==> config.mk <==
export PLATFORM = sky130hd
export DESIGN_NAME = uart_tx
export DESIGN_NICKNAME = d
export VERILOG_FILES = /design/src/rtl/uart_pkg.sv /design/src/rtl/uart_tx.sv
export SDC_FILE = /design/constraint.sdc
export NUM_CORES = 1
export LEC_CHECK = 0
export ABC_CLOCK_PERIOD_IN_PS = 2600
export BUFFER_PORTS_ARGS = -buffer_cell sky130_fd_sc_hd__buf_2
export CORE_UTILIZATION = 55
export CTS_CLUSTER_SIZE = 24
export DETAILED_ROUTE_END_ITERATION = 6
export PLACE_DENSITY = 0.77
export SLEW_MARGIN = 30
export SYNTH_ARGS = -nofsm -noshare
export SYNTH_HDL_FRONTEND = slang
export SYNTH_SLANG_ARGS = --single-unit
export TNS_END_PERCENT = 1
==> constraint.sdc <==
create_clock -name clk -period 2.6 [get_ports clk]
set_clock_uncertainty 0.15 [all_clocks]
set_input_delay 0.52 -clock clk [delete_from_list [all_inputs] [get_ports clk]]
set_output_delay 0.52 -clock clk [all_outputs]
set_load 0.05 [all_outputs]
==> src/rtl/uart_pkg.sv <==
// Shared UART definitions: transmitter state encoding and the default link
// parameters that uart_tx and uart_rx must agree on.
package uart_pkg;

  localparam int DEFAULT_CLOCKS_PER_PULSE = 4;
  localparam int DEFAULT_BITS_PER_WORD    = 8;

  typedef enum logic {
    IDLE = 1'b0,
    SEND = 1'b1
  } uart_tx_state_e;

  // Counter width for a range 0..n-1; always at least one bit so a
  // degenerate range (n == 1) still gives a legal vector.
  function automatic int clog2_min1(input int n);
    return (n > 1) ? $clog2(n) : 1;
  endfunction

endpackage

==> src/rtl/uart_tx.sv <==
// UART transmitter: accepts one W_IN-bit word per valid/ready handshake and
// sends it as W_IN/BITS_PER_WORD back-to-back 8N1-style frames, word 0 first.
module uart_tx
  import uart_pkg::*;
#(
  parameter int CLOCKS_PER_PULSE = DEFAULT_CLOCKS_PER_PULSE,
  parameter int BITS_PER_WORD    = DEFAULT_BITS_PER_WORD,
  parameter int W_IN             = 16
) (
  input  logic            clk,
  input  logic            rstn,
  input  logic            s_valid,
  input  logic [W_IN-1:0] s_data,
  output logic            s_ready,
  output logic            tx
);

  localparam int NUM_WORDS = W_IN / BITS_PER_WORD;
  localparam int PW        = clog2_min1(CLOCKS_PER_PULSE);
  localparam int BW        = clog2_min1(BITS_PER_WORD + 2);
  localparam int WW        = clog2_min1(NUM_WORDS);

  localparam logic [PW-1:0] PULSE_LAST    = PW'(CLOCKS_PER_PULSE - 1);
  localparam logic [BW-1:0] BIT_LAST_DATA = BW'(BITS_PER_WORD);
  localparam logic [BW-1:0] BIT_STOP      = BW'(BITS_PER_WORD + 1);
  localparam logic [WW-1:0] WORD_LAST     = WW'(NUM_WORDS - 1);

  if (W_IN % BITS_PER_WORD != 0) begin : g_bad_width
    $error("uart_tx: W_IN must be a multiple of BITS_PER_WORD");
  end
  if (CLOCKS_PER_PULSE < 1) begin : g_bad_pulse
    $error("uart_tx: CLOCKS_PER_PULSE must be at least 1");
  end
  if (BITS_PER_WORD < 1) begin : g_bad_bits
    $error("uart_tx: BITS_PER_WORD must be at least 1");
  end

  uart_tx_state_e  r_state;
  logic [PW-1:0]   r_pulse_cnt;
  logic [BW-1:0]   r_bit_idx;
  logic [WW-1:0]   r_word_idx;
  logic [W_IN-1:0] r_shreg;
  logic            r_tx;
  logic            r_ready;

  logic            w_pulse_end;
  logic            w_word_last;
  logic [W_IN-1:0] w_shifted;

  assign w_pulse_end = (r_pulse_cnt == PULSE_LAST);
  assign w_word_last = (r_word_idx == WORD_LAST);
  assign w_shifted   = r_shreg >> 1;

  // NOTE: every register, including the shift register, is cleared by the
  // async reset so an aborted frame leaves no stale data behind.
  // NOTE: all state updates use non-blocking assignments so every branch
  // sees the pre-edge values of the counters and shift register.
  always_ff @(posedge clk or negedge rstn) begin
    if (!rstn) begin
      r_state     <= IDLE;
      r_pulse_cnt <= '0;
      r_bit_idx   <= '0;
      r_word_idx  <= '0;
      r_shreg     <= '0;
      r_tx        <= 1'b1;
      r_ready     <= 1'b1;
    end else begin
      case (r_state)
        IDLE: begin
          if (s_valid) begin
            r_shreg     <= s_data;
            r_pulse_cnt <= '0;
            r_bit_idx   <= '0;
            r_word_idx  <= '0;
            r_tx        <= 1'b0;
            r_ready     <= 1'b0;
            r_state     <= SEND;
          end
        end

        SEND: begin
          if (!w_pulse_end) begin
            r_pulse_cnt <= r_pulse_cnt + 1'b1;
          end else begin
            r_pulse_cnt <= '0;
            if (r_bit_idx == BIT_STOP) begin
              // Stop bit done: either chain straight into the next word's
              // start bit or release the line.
              if (w_word_last) begin
                r_tx    <= 1'b1;
                r_ready <= 1'b1;
                r_state <= IDLE;
              end else begin
                r_word_idx <= r_word_idx + 1'b1;
                r_bit_idx  <= '0;
                r_tx       <= 1'b0;
              end
            end else begin
              r_bit_idx <= r_bit_idx + 1'b1;
              if (r_bit_idx == '0) begin
                r_tx <= r_shreg[0];
              end else begin
                r_shreg <= w_shifted;
                r_tx    <= (r_bit_idx < BIT_LAST_DATA) ? w_shifted[0] : 1'b1;
              end
            end
          end
        end

        default: begin
          r_state <= IDLE;
          r_tx    <= 1'b1;
          r_ready <= 1'b1;
        end
      endcase
    end
  end

  assign s_ready = r_ready;
  assign tx      = r_tx;

endmodule

==> results of run 1 <==
## worst min path at each step
stage | endpoint | slack, ns | depth (start not counted)
2_1_floorplan | r_bit_idx[0]$_DFFE_PN0P_ | 0.07 | 0
3_3_place_gp | s_ready$_DFFE_PN1P_ | 0.32 | 2
3_5_place_dp | tx$_DFFE_PN1P_ | 0.32 | 2
4_1_cts | r_bit_idx[2]$_DFFE_PN0P_ | 0.03 | 1
5_1_grt | r_shreg[8]$_DFFE_PN0P_ | 0.05 | 1
6_report | r_shreg[8]$_DFFE_PN0P_ | 0.01 | 1
## registers in the layout, summed over array words and instances, names as in the netlist
register / count
r_word_idx: 1
s_ready: 1
r_state: 1
r_pulse_cnt: 2
r_shreg: 16
r_bit_idx: 4
tx: 1
## worst max-delay path: cells and delay by family (launching register included)
kind / cells / cell delay (ns)
compound gates: 1 / 0.17
fa+ha+maj: 1 / 0.19
buf+inv: 2 / 0.40
flops: 1 / 0.44
mux: 1 / 0.37
simple gates: 1 / 0.41
## layer usage
layer | track usage (%) | up-vias | wire (microns)
met5 | 0 | - | 0
met4 | 7.89 | 0 | 42
met3 | 3.48 | 5 | 63
met2 | 33.1 | 12 | 1340
met1 | 27.6 | 457 | 1130
li1 | - | 448 | -
## layout make-up
cell class / count / area [sq um]
well taps: 30 / 37.5
clock buffers: 4 / 36.3
multi-input cells: 76 / 714
inverters: 4 / 15.0
fillers: 200 / 883
flip-flops and latches: 26 / 653
repair buffers: 22 / 115
## stage by stage
step | std cells | hold slack (ns) | utilization, %
global route | 162 | 0.0524 | 64.0
finish | 162 | 0.0114 | 64.0
detailed placement | 158 | 0.323 | 62.5
CTS | 162 | 0.0251 | 64.0
floorplan | 111 | 0.0744 | -
global placement | 158 | 0.316 | 62.5
## report_power, final
part           internal [mW]  total [mW]  leakage (nW)  switching, mW
clock network         0.0858       0.206        0.0210          0.120
logic                  0.530       0.989         0.450          0.459
registers              0.589       0.716         0.320          0.126
total                   1.21        1.91         0.792          0.705
## kinds of logic after synthesis
| kind of cell | count (synthesis) | synth area share [%] |
|---|---|---|
| DFF | 26 | 46.0 |
| and+or+nand+nor | 22 | 8.82 |
| muxes | 32 | 28.2 |
| adders and majority gates | 4 | 3.53 |
| AOI/OAI and AO/OA | 18 | 9.79 |
| buffers and inverters | 9 | 3.61 |
## Yosys cell counts, types with 3 or more instances
library cell | n | area [sq um]
mux2_4 | 11 | 165
nor2_1 | 3 | 11.3
mux2_2 | 20 | 225
dfrtp_1 | 24 | 601
inv_1 | 4 | 15.0
nand3_1 | 3 | 15.0
o21ai_0 | 4 | 20.0
ha_1 | 4 | 50.1
nand2_1 | 7 | 26.3
==> impl_results.md, run 1 <==
- CP peak stage delay: 0.44 ns
- Critical path endpoint: r_shreg[14]$_DFFE_PN0P_
- Routed vias: 922
- R2r endpoint: r_shreg[14]$_DFFE_PN0P_
- HPWL Detailed: 1.80 mm
- Netlist cell types: 34
- Clk Latency, worst-skew pair: 0.33 ns
- Critical path startpoint: r_bit_idx[1]$_DFFE_PN0P_
- Hold Vio Cnt, Final: 0
- Final worst path period share: 86.0%
- Register-to-Register Path Depth: 6
- Worst slew margin: 62.4%
- Flop2flop setup slack: 0.36 ns
- Worst hold-check path type: in -> async
- Synth Flop Type: dfrtp_1
- Post-route cell area: 1570 sq um
- Post-cts gate resize count: 0
- Final min period: 2.24 ns
- Setup WS post-layout: 0.364 ns
- Avg Cell Area, Syn: 12.8 sq um
- Pre-antenna DRT Iters: 4
- TritonCTS Buffers: 3
- Syn_nets: 134
- Antenna violations before repair: 0
- Register area share after synthesis: 46.0%
- Core Rows: 18
- Syn-to-layout area delta: 10.8%
- Post-synthesis async set-or-reset flop share: 100%
- Clock Sinks: 26
- Final ANT Viol Nets: 0
- GRT Util Overall: 20.6%
- Drt drc: 0
- Die width: 52.8 microns
- Routability cong.: 0.804
- Peak VDD IR: 0.709 mV
- Yosys warning count: 0
- P_leak: 0.792 nW
- Die Area: 2790 sq um
- IO buf count: 20
- Commonest non-fill, non-tap cells in the layout: dfrtp_1, mux2_2, buf_2, mux2_4, nand2_1
- IO Count: 21
- Maximum buffer depth of the clock tree: 2
- GRT Residual Overflow: 0
- CP max-delay cell: dfrtp_1
- Layout cells sized above 1: 47.0%
- Clock slew at reported path FFs: 0.14 ns
- Vias in the first global route: 888
- Fmax: 0.447 GHz
- First-pass GRT wire length: 4.02 mm
- DP Worst Slack: 0.388 ns
- Worst endpoint data arrival time: 2.31 ns
- Antenna Diode Count: 0
- Wire length per cell: 15.9 microns
- Worst-Margin Slew: 0.565 ns
- Post-synth EDFFs: 0
- Clk root buf: clkbuf_4
- Slew Limit Fails: 0
- Core area: 2450 sq um
- Placed cell area: 1540 sq um
- Initial core utilization: 57.8%
- Height of the chip: 52.8 microns
- Critical path peak fanout: 15
- Critical Path RT: 2.68 ns
- Most common cell after layout, fill and taps aside: dfrtp_1
- Largest net degree at the start of global routing: 34
- Initial DRC count: 15
- Max cap viols: 0
- Pwr dens: 1220 nW/um^2
- Cell Area, Synth: 1420 sq um
- Yosys reg bits: 26
- Worst reg2reg startpoint: r_bit_idx[1]$_DFFE_PN0P_
- Post-Synthesis Cells: 111
- Vias per cell: 5.69
- RSZ-0062 raised after global routing: false
- Critical-path cell list: inv_1 -> ha_1 -> or3b_4 -> a31oi_4 -> buf_4 -> mux2_2
- TNS Setup: 0 ns
- Post-CTS setup buffers: 0
- Status: complete, no violations
- Crit Path Category: reg -> reg
- Nets: 156
- Detailed Route WL: 2.57 mm
- Final setup violation count: 0
- CTS tree: done
- Crit start category: flip-flop
- H-Tree Depth: 1
- Kind of end point of the critical path: flip-flop
- Tot Pwr: 1.91 mW
- CTS Hold Buffers Added: 0
Power figures use the tool's default switching activity.
==> run 2, diff against run 1 <==
--- a/config.mk
+++ b/config.mk
@@ -7,6 +7,7 @@
 export LEC_CHECK = 0
 export ABC_CLOCK_PERIOD_IN_PS = 2600
 export BUFFER_PORTS_ARGS = -buffer_cell sky130_fd_sc_hd__buf_2
+export CORE_MARGIN = 2
 export CORE_UTILIZATION = 55
 export CTS_CLUSTER_SIZE = 24
 export DETAILED_ROUTE_END_ITERATION = 6
==> impl_results.md, run 2 (synthesized netlist as in run 1, its figures left out) <==
- Final setup violation count: 0
- Critical path peak fanout: 15
- Post-CTS setup buffers: 0
- Critical path startpoint: r_bit_idx[0]$_DFFE_PN0P_
- TNS Setup: 0 ns
- Detailed Route WL: 2.59 mm
- Routed vias: 957
- Commonest non-fill, non-tap cells in the layout: dfrtp_1, mux2_2, buf_2, mux2_4, nand2_1
- Slew Limit Fails: 0
- P_leak: 0.796 nW
- Most common cell after layout, fill and taps aside: dfrtp_1
- Drt drc: 0
- Core Rows: 18
- Largest net degree at the start of global routing: 27
- Nets: 157
- Antenna Diode Count: 0
- HPWL Detailed: 1.78 mm
- Wire length per cell: 15.9 microns
- Antenna violations before repair: 0
- Hold Vio Cnt, Final: 0
- Largest register FFs: 16
- H-Tree Depth: 1
- R2r endpoint: r_shreg[11]$_DFFE_PN0P_
- Pre-antenna DRT Iters: 4
- IO Count: 21
- First-pass GRT wire length: 4.20 mm
- Core area: 2450 sq um
- Crit start category: flip-flop
- Sw frac: 36.8%
- Pwr dens: 1220 nW/um^2
- RSZ-0062 raised after global routing: false
- Crit Path Category: reg -> reg
- Maximum buffer depth of the clock tree: 2
- Initial DRC count: 21
- Clock power share: 10.8%
- Internal Power: 1.22 mW
- CTS tree: done
- Vias in the first global route: 917
- Peak VDD IR: 0.748 mV
- Worst slew margin: 61.8%
- FILL cells: 202
- GRT Util Overall: 20.1%
- Post-Layout Cell Count: 163
- TritonCTS Buffers: 3
- Clk root buf: clkbuf_4
- Top reg by flops: r_shreg
- Clock Sinks: 26
- Clock slew at reported path FFs: 0.14 ns
- Vias per cell: 5.87
- Worst endpoint data arrival time: 2.34 ns
- Die Area: 3000 sq um
- Post-cts gate resize count: 0
- Kind of end point of the critical path: flip-flop
- Worst reg2reg startpoint: r_bit_idx[0]$_DFFE_PN0P_
- Fmax: 0.441 GHz
- Syn-to-layout area delta: 11.3%
- IO buf count: 20
- Height of the chip: 54.8 microns
- Worst-Margin Slew: 0.573 ns
- Clk Latency, worst-skew pair: 0.33 ns
- GRT Residual Overflow: 0
- Switching pwr: 708 uW
- Flop pwr share: 37.6%
- Flop2flop setup slack: 0.33 ns
- Layout cells sized above 1: 47.4%
- Final min period: 2.27 ns
- Register-to-Register Path Depth: 6
- Final worst path period share: 87.3%
- Status: complete, no violations
- Worst hold-check path type: in -> async
- Placed cells: 159
- Max cap viols: 0
- Initial core utilization: 57.8%
- Top Registers: r_shreg (16), r_bit_idx (4), r_pulse_cnt (2)
- Die width: 54.8 microns
- CTS Hold Buffers Added: 0
- Critical Path RT: 2.68 ns
- Routability cong.: 0.838
- Combinational cell fraction of total power: 51.6%
- Final ANT Viol Nets: 0
-- run 2: changes by cell type in the layout (fill, tap and decap cells not counted) --
cell | previous run | this run
buf_4 | 2 | 3
-- run 2: metrics by stage --
step | util (%) | setup WS (ns) | cell area (sq um) | power [mW] | hold WS [ns]
after floorplan | - | 0.546 | 1420 | 1.54 | 0.0744
after global placement | 62.8 | 0.473 | 1540 | 1.66 | 0.317
after detailed placement | 62.8 | 0.365 | 1540 | 1.72 | 0.323
after CTS | 64.3 | 0.329 | 1580 | 1.93 | 0.0326
after global routing | 64.3 | 0.256 | 1580 | 2.04 | 0.0443
final | 64.3 | 0.331 | 1580 | 1.92 | 0.00927
-- run 2: worst max-delay path, cell delays in order, from the launching register on --
cell	delay [ns]
dfrtp_1	0.45
inv_1	0.12
ha_1	0.20
or3b_4	0.41
a31oi_4	0.18
buf_4	0.28
mux2_2	0.36
-- run 2: how the worst max path moves through the flow --
stage,slack [ns],end,depth (start not counted)
after floorplan,0.55,r_shreg[0]$_DFFE_PN0P_,6
after global placement,0.47,r_shreg[14]$_DFFE_PN0P_,6
after detailed placement,0.36,r_shreg[13]$_DFFE_PN0P_,6
after CTS,0.33,r_shreg[13]$_DFFE_PN0P_,6
after global routing,0.26,r_shreg[10]$_DFFE_PN0P_,6
final,0.33,r_shreg[11]$_DFFE_PN0P_,6
-- run 2: routing by layer --
| layer | up-vias | routed length (microns) | GRT usage (%) |
|---|---|---|---|
| met3 | 5 | 100 | 3.28 |
| met5 | - | 0 | 0 |
| met4 | 0 | 45 | 8.75 |
| li1 | 453 | - | - |
| met1 | 474 | 1160 | 25.0 |
| met2 | 25 | 1280 | 33.9 |
-- run 2: power groups by stage --
stage / registers, mW / logic, mW / clock network (mW)
after floorplan: 0.739 / 0.804 / 0
after global placement: 0.712 / 0.947 / 0
after detailed placement: 0.727 / 0.993 / 0
after CTS: 0.723 / 1.00 / 0.208
after global routing: 0.744 / 1.08 / 0.224
final: 0.723 / 0.993 / 0.208
-- run 2: layout make-up --
| cell class | instances | area (sq um) | area share [%] |
|---|---|---|---|
| inverters | 4 | 15.0 | 0.951 |
| repair buffers | 23 | 123 | 7.77 |
| multi-input cells | 76 | 714 | 45.2 |
| well taps | 30 | 37.5 | 2.38 |
| clock buffers | 4 | 36.3 | 2.30 |
| flip-flops and latches | 26 | 653 | 41.4 |
==> run 3, diff against run 2 <==
--- a/config.mk
+++ b/config.mk
@@ -7,10 +7,12 @@
 export LEC_CHECK = 0
 export ABC_CLOCK_PERIOD_IN_PS = 2600
 export BUFFER_PORTS_ARGS = -buffer_cell sky130_fd_sc_hd__buf_2
+export CORE_ASPECT_RATIO = 1.4
 export CORE_MARGIN = 2
 export CORE_UTILIZATION = 55
 export CTS_CLUSTER_SIZE = 24
 export DETAILED_ROUTE_END_ITERATION = 6
+export GPL_TIMING_DRIVEN = 0
 export PLACE_DENSITY = 0.77
 export SLEW_MARGIN = 30
 export SYNTH_ARGS = -nofsm -noshare
==> impl_results.md, run 3 (synthesized netlist as in run 1, its figures left out) <==
- CTS Hold Buffers Added: 0
- Final min period: 2.24 ns
- TritonCTS Buffers: 3
- Max cap viols: 0
- First-pass GRT wire length: 4.36 mm
- Final setup violation count: 0
- Detailed Route WL: 2.46 mm
- IO buf count: 20
- Top Registers: r_shreg (16), r_bit_idx (4), r_pulse_cnt (2)
- Worst hold-check path type: in -> async
- Crit start category: flip-flop
- Slew Limit Fails: 0
- H-Tree Depth: 1
- Pre-antenna DRT Iters: 4
- Post-CTS setup buffers: 0
- Die width: 46.9 microns
- Initial DRC count: 13
- P_leak: 0.799 nW
- Crit Path Category: reg -> reg
- Core area: 2420 sq um
- Metal2 WL: 1.31 mm
- DR top layer: met4
- Register-to-Register Path Depth: 6
- Hold Vio Cnt, Final: 0
- Post-Layout Cell Count: 169
- Critical Path RT: 2.66 ns
- Nets: 159
- M1 WL: 1.04 mm
- Largest register FFs: 16
- Kind of end point of the critical path: flip-flop
- Height of the chip: 64.1 microns
- Antenna Diode Count: 0
- Core Rows: 21
- Status: complete, no violations
- Commonest non-fill, non-tap cells in the layout: dfrtp_1, buf_2, mux2_2, mux2_4, nand2_1
- Clock slew at reported path FFs: 0.14 ns
- Antenna violations before repair: 0
- Peak VDD IR: 0.678 mV
- GRT Util Overall: 19.7%
- RSZ-0062 raised after global routing: false
- Worst-Margin Slew: 0.563 ns
- Die Area: 3010 sq um
- Met3 wire length: 72 microns
- Initial core utilization: 58.7%
- DP Worst Slack: 0.392 ns
- Worst slew margin: 62.4%
- Pwr dens: 1200 nW/um^2
- TNS Setup: 0 ns
- Worst endpoint data arrival time: 2.30 ns
- Critical path startpoint: r_bit_idx[0]$_DFFE_PN0P_
- Vias per cell: 5.59
- Clock Sinks: 26
- Clk Latency, worst-skew pair: 0.32 ns
- Clk root buf: clkbuf_4
- Drt drc: 0
- Placed cells: 165
- Final ANT Viol Nets: 0
- Post-cts gate resize count: 0
- GRT Residual Overflow: 0
- Routed vias: 945
- Syn-to-layout area delta: 12.6%
- Largest net degree at the start of global routing: 27
- Top reg by flops: r_shreg
- Critical path peak fanout: 10
- Most common cell after layout, fill and taps aside: dfrtp_1
- Tot Pwr: 1.92 mW
- IO Count: 21
- Routability cong.: 0.877
- Layout cells sized above 1: 45.9%
- Vias in the first global route: 987
- Setup WS post-layout: 0.363 ns
- CTS tree: done
- Fmax: 0.447 GHz
- Final worst path period share: 86.0%
- Worst reg2reg startpoint: r_bit_idx[0]$_DFFE_PN0P_
- Wire length per cell: 14.5 microns
- Maximum buffer depth of the clock tree: 2
- HPWL Detailed: 1.86 mm
## run 3: layout make-up
class	instances	area, sq um
Fill cell	203	820
Multi-Input combinational cell	76	714
Sequential cell	26	653
Timing Repair Buffer	20	100
Tap cell	34	42.5
Clock buffer	4	36.3
Buffer	5	36.3
Inverter	4	15.0
## run 3: per-stage QoR
stage / area [sq um] / hold slack (ns) / utilization, %
after floorplan: 1420 / 0.0744 / -
after CTS: 1600 / 0.0507 / 66.1
after global placement: 1560 / 0.324 / 64.6
after detailed placement: 1560 / 0.318 / 64.6
after global routing: 1600 / 0.0622 / 66.1
final: 1600 / 0.0195 / 66.1
## run 3: path summary, 6_finish.rpt
kind	endpoint	slack, ns
max	r_shreg[7]$_DFFE_PN0P_	0.36
min	r_pulse_cnt[1]$_DFFE_PN0P_	0.02
max reg2reg	r_shreg[7]$_DFFE_PN0P_	0.36
min reg2reg	tx$_DFFE_PN1P_	0.34
max in group asynchronous	r_shreg[9]$_DFFE_PN0P_	1.90
min in group clk	r_shreg[15]$_DFFE_PN0P_	0.24
## run 3: where the power goes
part	switching, mW	internal [mW]	total, mW
Clock	0.117	0.0855	0.203
Combinational	0.452	0.557	1.01
Sequential	0.121	0.589	0.710
## run 3: worst max-delay path, stage by stage, from the launching register on
cell	delay, ns
dfrtp_1	0.45
inv_1	0.11
ha_1	0.19
or3b_4	0.41
a31oi_4	0.32
buf_12	0.19
mux2_4	0.30
## run 3: layer usage
metal  GRT usage, %  up-vias
li1               -      454
met1           24.7      464
met2           33.4       21
met3           1.98        6
met4           7.29        0
met5              0        -
